File: src/rtl/cv32e40p_obi_resp_pkg.sv
`default_nettype none
// ============================================================================
// Module      : cv32e40p_obi_resp_pkg
// Description : Shared types and constants for the instruction-side OBI
//               responder and its response queue.
// Contents    : obi_resp_t  - one queued response {rdata, err}
//               ERR_RDATA   - read data returned with an error response
// Revision    : 1.0 - initial release
// ============================================================================
package cv32e40p_obi_resp_pkg;

    typedef struct packed {
        logic [31:0] rdata;
        logic        err;
    } obi_resp_t;

    localparam logic [31:0] ERR_RDATA = 32'h0;

endpackage
`default_nettype wire

File: src/rtl/cv32e40p_obi_resp_fifo.sv
`default_nettype none
// ============================================================================
// Module      : cv32e40p_obi_resp_fifo
// Description : DEPTH-entry in-order queue of OBI responses with synchronous
//               active-high reset. Push and pop in the same cycle are legal at
//               any occupancy, including full.
// Ports       : clk, rst      - clock, synchronous active-high reset
//               i_push, i_data - write strobe and response to enqueue
//               i_pop          - remove head (ignored when empty)
//               o_head         - response at the head of the queue
//               o_empty/o_full - occupancy flags
// Revision    : 1.0 - initial release
// ============================================================================
module cv32e40p_obi_resp_fifo
    import cv32e40p_obi_resp_pkg::*;
#(
    parameter int DEPTH = 2
) (
    input  logic      clk,
    input  logic      rst,
    input  logic      i_push,
    input  obi_resp_t i_data,
    input  logic      i_pop,
    output obi_resp_t o_head,
    output logic      o_empty,
    output logic      o_full
);

    localparam int c_PTR_W = (DEPTH > 1) ? $clog2(DEPTH) : 1;
    localparam int c_CNT_W = $clog2(DEPTH) + 1;
    localparam logic [c_PTR_W-1:0] c_LAST_IDX = c_PTR_W'(DEPTH - 1);
    localparam logic [c_CNT_W-1:0] c_DEPTH    = c_CNT_W'(DEPTH);

    obi_resp_t            r_mem [DEPTH];
    logic [c_PTR_W-1:0]   r_wptr;
    logic [c_PTR_W-1:0]   r_rptr;
    logic [c_CNT_W-1:0]   r_count;

    logic                 w_pop;
    logic [c_PTR_W-1:0]   w_wptr_nxt;
    logic [c_PTR_W-1:0]   w_rptr_nxt;

    assign o_empty = (r_count == '0);
    assign o_full  = (r_count == c_DEPTH);
    assign o_head  = r_mem[r_rptr];

    // Popping an empty queue is a no-op rather than corrupting the pointers.
    assign w_pop = i_pop && !o_empty;

    // Explicit wrap keeps the pointers correct for any DEPTH, including 1.
    assign w_wptr_nxt = (r_wptr == c_LAST_IDX) ? '0 : r_wptr + 1'b1;
    assign w_rptr_nxt = (r_rptr == c_LAST_IDX) ? '0 : r_rptr + 1'b1;

    always_ff @(posedge clk) begin
        if (i_push) begin
            r_mem[r_wptr] <= i_data;
        end
    end

    always_ff @(posedge clk) begin
        if (rst) begin
            r_wptr  <= '0;
            r_rptr  <= '0;
            r_count <= '0;
        end else begin
            if (i_push) begin
                r_wptr <= w_wptr_nxt;
            end
            if (w_pop) begin
                r_rptr <= w_rptr_nxt;
            end
            case ({i_push, w_pop})
                2'b10:   r_count <= r_count + 1'b1;
                2'b01:   r_count <= r_count - 1'b1;
                default: r_count <= r_count;
            endcase
        end
    end

`ifndef SYNTHESIS
    always_ff @(posedge clk) begin
        if (!rst) begin
            assert (!(i_push && o_full && !w_pop));
        end
    end
`endif

endmodule
`default_nettype wire

File: src/rtl/cv32e40p_obi_instr_responder.sv
`default_nettype none
// ============================================================================
// Module      : cv32e40p_obi_instr_responder
// Description : OBI slave for the instruction fetch port. Grants word reads,
//               services them from a synchronous single-port memory and
//               returns responses strictly in order through a small queue.
//               Grant and response back-pressure can be injected via stalls.
// Ports       : clk, rst          - clock, synchronous active-high reset
//               obi_req_i         - OBI request
//               obi_gnt_o         - OBI grant (combinational on request)
//               obi_addr_i        - OBI byte address, bits [1:0] ignored
//               obi_rvalid_o      - OBI response valid
//               obi_rdata_o       - OBI read data (0 when no response)
//               obi_err_o         - OBI error (0 when no response)
//               gnt_stall_i       - suppress grant
//               rvalid_stall_i    - hold back responses
//               mem_req_o         - memory read strobe
//               mem_addr_o        - memory word address
//               mem_rdata_i       - memory data, valid the cycle after strobe
// Revision    : 1.0 - initial release
// ============================================================================
module cv32e40p_obi_instr_responder
    import cv32e40p_obi_resp_pkg::*;
#(
    parameter int          DEPTH     = 2,
    parameter logic [31:0] ADDR_BASE = 32'h0000_0000,
    parameter logic [31:0] ADDR_SIZE = 32'h0001_0000,
    parameter int          MEM_AW    = 14
) (
    input  logic              clk,
    input  logic              rst,
    input  logic              obi_req_i,
    output logic              obi_gnt_o,
    input  logic [31:0]       obi_addr_i,
    output logic              obi_rvalid_o,
    output logic [31:0]       obi_rdata_o,
    output logic              obi_err_o,
    input  logic              gnt_stall_i,
    input  logic              rvalid_stall_i,
    output logic              mem_req_o,
    output logic [MEM_AW-1:0] mem_addr_o,
    input  logic [31:0]       mem_rdata_i
);

    localparam int                 c_CNT_W = $clog2(DEPTH) + 1;
    localparam logic [c_CNT_W-1:0] c_DEPTH = c_CNT_W'(DEPTH);

    // Outstanding (granted, not yet responded) transaction count.
    logic [c_CNT_W-1:0] r_cnt;
    // One-cycle stage aligning every response with the memory read latency.
    logic               r_infl_vld;
    logic               r_infl_err;

    logic [31:0]        w_off;
    logic               w_in_range;
    logic               w_gnt;
    logic               w_rvalid;
    logic               w_empty;
    logic               w_full;
    obi_resp_t          w_push_data;
    obi_resp_t          w_head;

    // Unsigned offset: addresses below the base wrap to a huge value and
    // therefore fall out of range without a separate lower-bound compare.
    assign w_off      = obi_addr_i - ADDR_BASE;
    assign w_in_range = (w_off < ADDR_SIZE);

    // Credit comes from the registered count only; a pop in this cycle does
    // not free a slot until the next one.
    assign w_gnt    = obi_req_i && !gnt_stall_i && (r_cnt < c_DEPTH);
    assign w_rvalid = !w_empty && !rvalid_stall_i;

    assign obi_gnt_o    = w_gnt;
    assign obi_rvalid_o = w_rvalid;
    assign obi_rdata_o  = w_rvalid ? w_head.rdata : 32'h0;
    assign obi_err_o    = w_rvalid ? w_head.err   : 1'b0;

    assign mem_req_o  = w_gnt && w_in_range;
    assign mem_addr_o = w_off[MEM_AW+1:2];

    // Error responses ride through the same stage as reads so that ordering
    // relative to neighbouring in-range reads is preserved.
    assign w_push_data.rdata = r_infl_err ? ERR_RDATA : mem_rdata_i;
    assign w_push_data.err   = r_infl_err;

    always_ff @(posedge clk) begin
        if (rst) begin
            r_cnt      <= '0;
            r_infl_vld <= 1'b0;
            r_infl_err <= 1'b0;
        end else begin
            r_infl_vld <= w_gnt;
            r_infl_err <= w_gnt && !w_in_range;
            case ({w_gnt, w_rvalid})
                2'b10:   r_cnt <= r_cnt + 1'b1;
                2'b01:   r_cnt <= r_cnt - 1'b1;
                default: r_cnt <= r_cnt;
            endcase
        end
    end

    cv32e40p_obi_resp_fifo #(
        .DEPTH (DEPTH)
    ) u_resp_fifo (
        .clk     (clk),
        .rst     (rst),
        .i_push  (r_infl_vld),
        .i_data  (w_push_data),
        .i_pop   (w_rvalid),
        .o_head  (w_head),
        .o_empty (w_empty),
        .o_full  (w_full)
    );

`ifndef SYNTHESIS
    always_ff @(posedge clk) begin
        if (!rst) begin
            assert (!obi_gnt_o || obi_req_i);
            assert (r_cnt <= c_DEPTH);
            // A response can only exist for a transaction already counted.
            assert (!obi_rvalid_o || (r_cnt != '0));
            assert (!mem_req_o || (obi_gnt_o && w_in_range));
            assert (!(r_infl_vld && w_full && !w_rvalid));
        end
    end
`endif

endmodule
`default_nettype wire

File: config.mk
export PLATFORM = sky130hd
export DESIGN_NAME = cv32e40p_obi_instr_responder
export DESIGN_NICKNAME = d
export VERILOG_FILES = /design/src/rtl/cv32e40p_obi_resp_pkg.sv /design/src/rtl/cv32e40p_obi_resp_fifo.sv /design/src/rtl/cv32e40p_obi_instr_responder.sv
export SDC_FILE = /design/constraint.sdc
export NUM_CORES = 1
export LEC_CHECK = 0
export CORE_ASPECT_RATIO = 0.6
export CORE_MARGIN = 2
export CORE_UTILIZATION = 44
export CTS_CLUSTER_DIAMETER = 60
export DETAILED_ROUTE_END_ITERATION = 12
export MAX_ROUTING_LAYER = met4
export PLACE_DENSITY = 0.8
export SYNTH_ARGS = -nofsm -noshare
export SYNTH_HDL_FRONTEND = slang
export SYNTH_SLANG_ARGS = --single-unit
File: constraint.sdc
create_clock -name clk -period 3 [get_ports clk]
set_input_delay 0.9 -clock clk [delete_from_list [all_inputs] [get_ports clk]]
set_output_delay 0.9 -clock clk [all_outputs]
set_load 0.1 [all_outputs]
==> out/qor.yml <==
status:
  status: "finished with violations"
  violations: "negative setup slack"
global_route:
  grt_usage_pct: 18.58
  antenna_found_initial: 0
  grt_pass1_vias: 2184
  grt_overflow: 0
  grt_start_max_net_pins: 34
  grt_pass1_wl_um: 10780
power_and_ir_drop:
  ir_worst_vdd_mv: 0.3205
  power_density_nw_per_um2: 641.9
  leakage_nw: 1.818
worst_setup_path:
  cp_top_family: "buffers and inverters"
  reg2reg_setup_slack_ns: 1.18
  critPathKind: "input pin to flip-flop"
  crit_top_cell: "buf_4"
  worstPathRequired_ns: 3.20
  cpMaxStageDelayCell: "nor4_2"
  critPathMaxFanout: 2
  worstReg2RegStart: "u_resp_fifo.r_count[1]"
  crit_start: "obi_addr_i[24]"
  critPathLaunchType: "input pin"
  cp_data_arrival_time_ns: 3.22
  end_kind: "flip-flop"
  path_buf_inv: 12
  crit_path_cell_trace: "dlygate4sd2_1, nor4_2, nand4_1, buf_4, buf_4, buf_4, buf_4, buf_4, buf_4, buf_4, buf_4, buf_4, buf_4, buf_4, nor3b_1"
  cp_slowest_stage_delay_ns: 0.32
layout:
  area_delta_synth_final_pct: 60.68
  layout-drive-gt1-share_pct: 32.43
  num-fill-cells: 479
  layout_commonest_cell: "edfxtp_1"
  fin_cells: 424
  fin_nets: 400
  n_antenna_cell: 0
  most-common-layout-cells: "edfxtp_1 (66), buf_12 (39), clkdlybuf4s50_1 (36)"
detailed_routing:
  first_iter_violations: 94
  drt-met1-wl_um: 3163
  wl_per_cell_um: 17.00
  drc_errors: 0
  wirelength_um: 7208
  route.met2.wl_um: 3659
  top_layer: "met4"
  drtPass1Iterations: 4
  antenna_left: 0
  met3_length_um: 327
  vias: 2104
  vias_per_cell: 4.962
logic_synthesis:
  syn_inst: 234
  avgSynthCellArea_um2: 13.67
  synth_nets: 305
  yosysSeqAreaShare_pct: 67.61
  ys_ff_latch: 75
  ys_types: 21
  yosysTopAreaCell: "edfxtp_1"
  yosys.area.top_type_share_pct: 61.97
  ys_warn_count: 0
  netlist_area_um2: 3198
  synthTopCellsByArea: "edfxtp_1 (62%), mux2i_1 (10%), nor2b_1 (6.3%)"
floorplan:
  die-area_um2: 7989
  ios: 119
  die_y_um: 70.04
  core-area_um2: 7147
  initial_utilization_pct: 44.75
  rows: 24
  die_w_um: 114.1
timing:
  clock.fmax_mhz: 330.6
  worst_pin_slew_ns: 1.001
  finalSetupViolCount: 1
  slew_viol_final: 0
  setup_tns_ns: -0.02495
  slew_headroom_pct: 33.08
  skew_ns: 0.003930
  period_minus_slack_ns: 3.025
  report.final.hold_viol_count: 0
  period_share_pct: 100.8
  fin_ws_ns: -0.02495
  rsz0062_at_grt: "yes"
place:
  port_buffers: 88
  hpwl_um: 4526
  place_congestion: 0.7470
  placedCellCount: 396
job:
  max-cap-violations: 0
min_path:
  hp-class: "flip-flop to flip-flop"
  hold_start: "u_resp_fifo.r_rptr"
clock_network:
  worstSkewPairLatency_ns: 0.33
  cts_buffers: 9
  cts_buffer_depth: 2
  cts.clk_slew.worst_paths_ns: 0.06
  cts_tree: "done"
  cts-root-buf: "clkbuf_16"
  htree_levels: 3
  cts_sinks: 75
timing repair:
item                       in CTS  in global routing
cloned                          1                  1
pin swaps                       7                 15
hold buffers                    0                  0
setup endpoints to repair      22                 31
resized for setup              11                 16
setup buffers                  11                  0
layout make-up:
class	count	area, um^2	area share (%)
sequential	75	2163	42.10
timing repair buffer	108	1463	28.46
inverter	4	15.01	0.2922
multi-input combinational	131	1124	21.87
tap	91	113.9	2.216
clock inverter	5	31.28	0.6087
clock buffer	10	229.0	4.456
worst paths after layout:
check	to	depth (start not counted)
max	r_infl_err	15
min	flip-flop	2
max reg2reg	r_cnt[1]	5
min reg2reg	flip-flop	2
synth_stat cells:
master and number:
o21ai_0 2, o21bai_2 1, nor2_1 42, a21oi_1 2, clkbuf_1 4, nor4_1 4, nor2b_1 32, and2_1 1
buf_4 17, buf_2 4, edfxtp_1 66, or3_1 2, nand2_1 1, inv_1 4, nand4_1 1, xnor2_1 3
xor2_1 3, nor3b_1 1, mux2i_1 33, dfxtp_1 9, ha_1 2
layer usage:
| layer | track usage, % | vias up |
|---|---|---|
| li1 | - | 1002 |
| met4 | 5.691 | 0 |
| met5 | - | - |
| met1 | 22.74 | 1027 |
| met3 | 5.903 | 6 |
| met2 | 29.76 | 69 |
power by group:
part / total, W / internal [W] / switching (W)
registers: 0.00122 / 0.00119 / 0.0000324
logic: 0.00114 / 0.000442 / 0.000700
clock network: 0.000933 / 0.000551 / 0.000382
through the flow:
step	utilization (%)	power, W	hold slack, ns	instance area (um^2)	setup slack, ns
floorplan	-	0.002042	0.4585	3406	-0.3230
global placement	65.77	0.002336	0.4845	4701	-0.05378
detailed placement	65.77	0.002360	0.4986	4701	-0.05873
CTS	70.80	0.003296	0.5114	5060	0.0001481
global route	71.90	0.003407	0.5203	5139	-0.07489
finish	71.90	0.003299	0.5039	5139	-0.02495
kinds of logic (layout without fill, tap and decap cells):
logic type / Yosys count / in the layout / share of synthesized area (%)
adder cells (fa/ha/maj): 2 / 2 / 0.7823
XOR/XNOR: 6 / 6 / 1.643
buffers and inverters: 29 / 127 / 5.555
flip-flops: 75 / 75 / 67.61
AO/OA/AOI/OAI: 5 / 6 / 0.9781
AND/OR/NAND/NOR: 84 / 84 / 13.11
multiplexers: 33 / 33 / 10.33
sequential cells by signal, summed over array words and instances (netlist names), named ones only:
signal,cells
u_resp_fifo.r_wptr,1
r_infl_vld,1
r_infl_err,1
u_resp_fifo.r_rptr,1
u_resp_fifo.r_mem,66
u_resp_fifo.r_count,2
r_cnt,2
tightest hold or removal path: stages, from the launching register on:
cell,delay [ns]
dfxtp_1,0.32
xor2_1,0.08
nor2_1,0.07
Power figures use the tool's default switching activity.
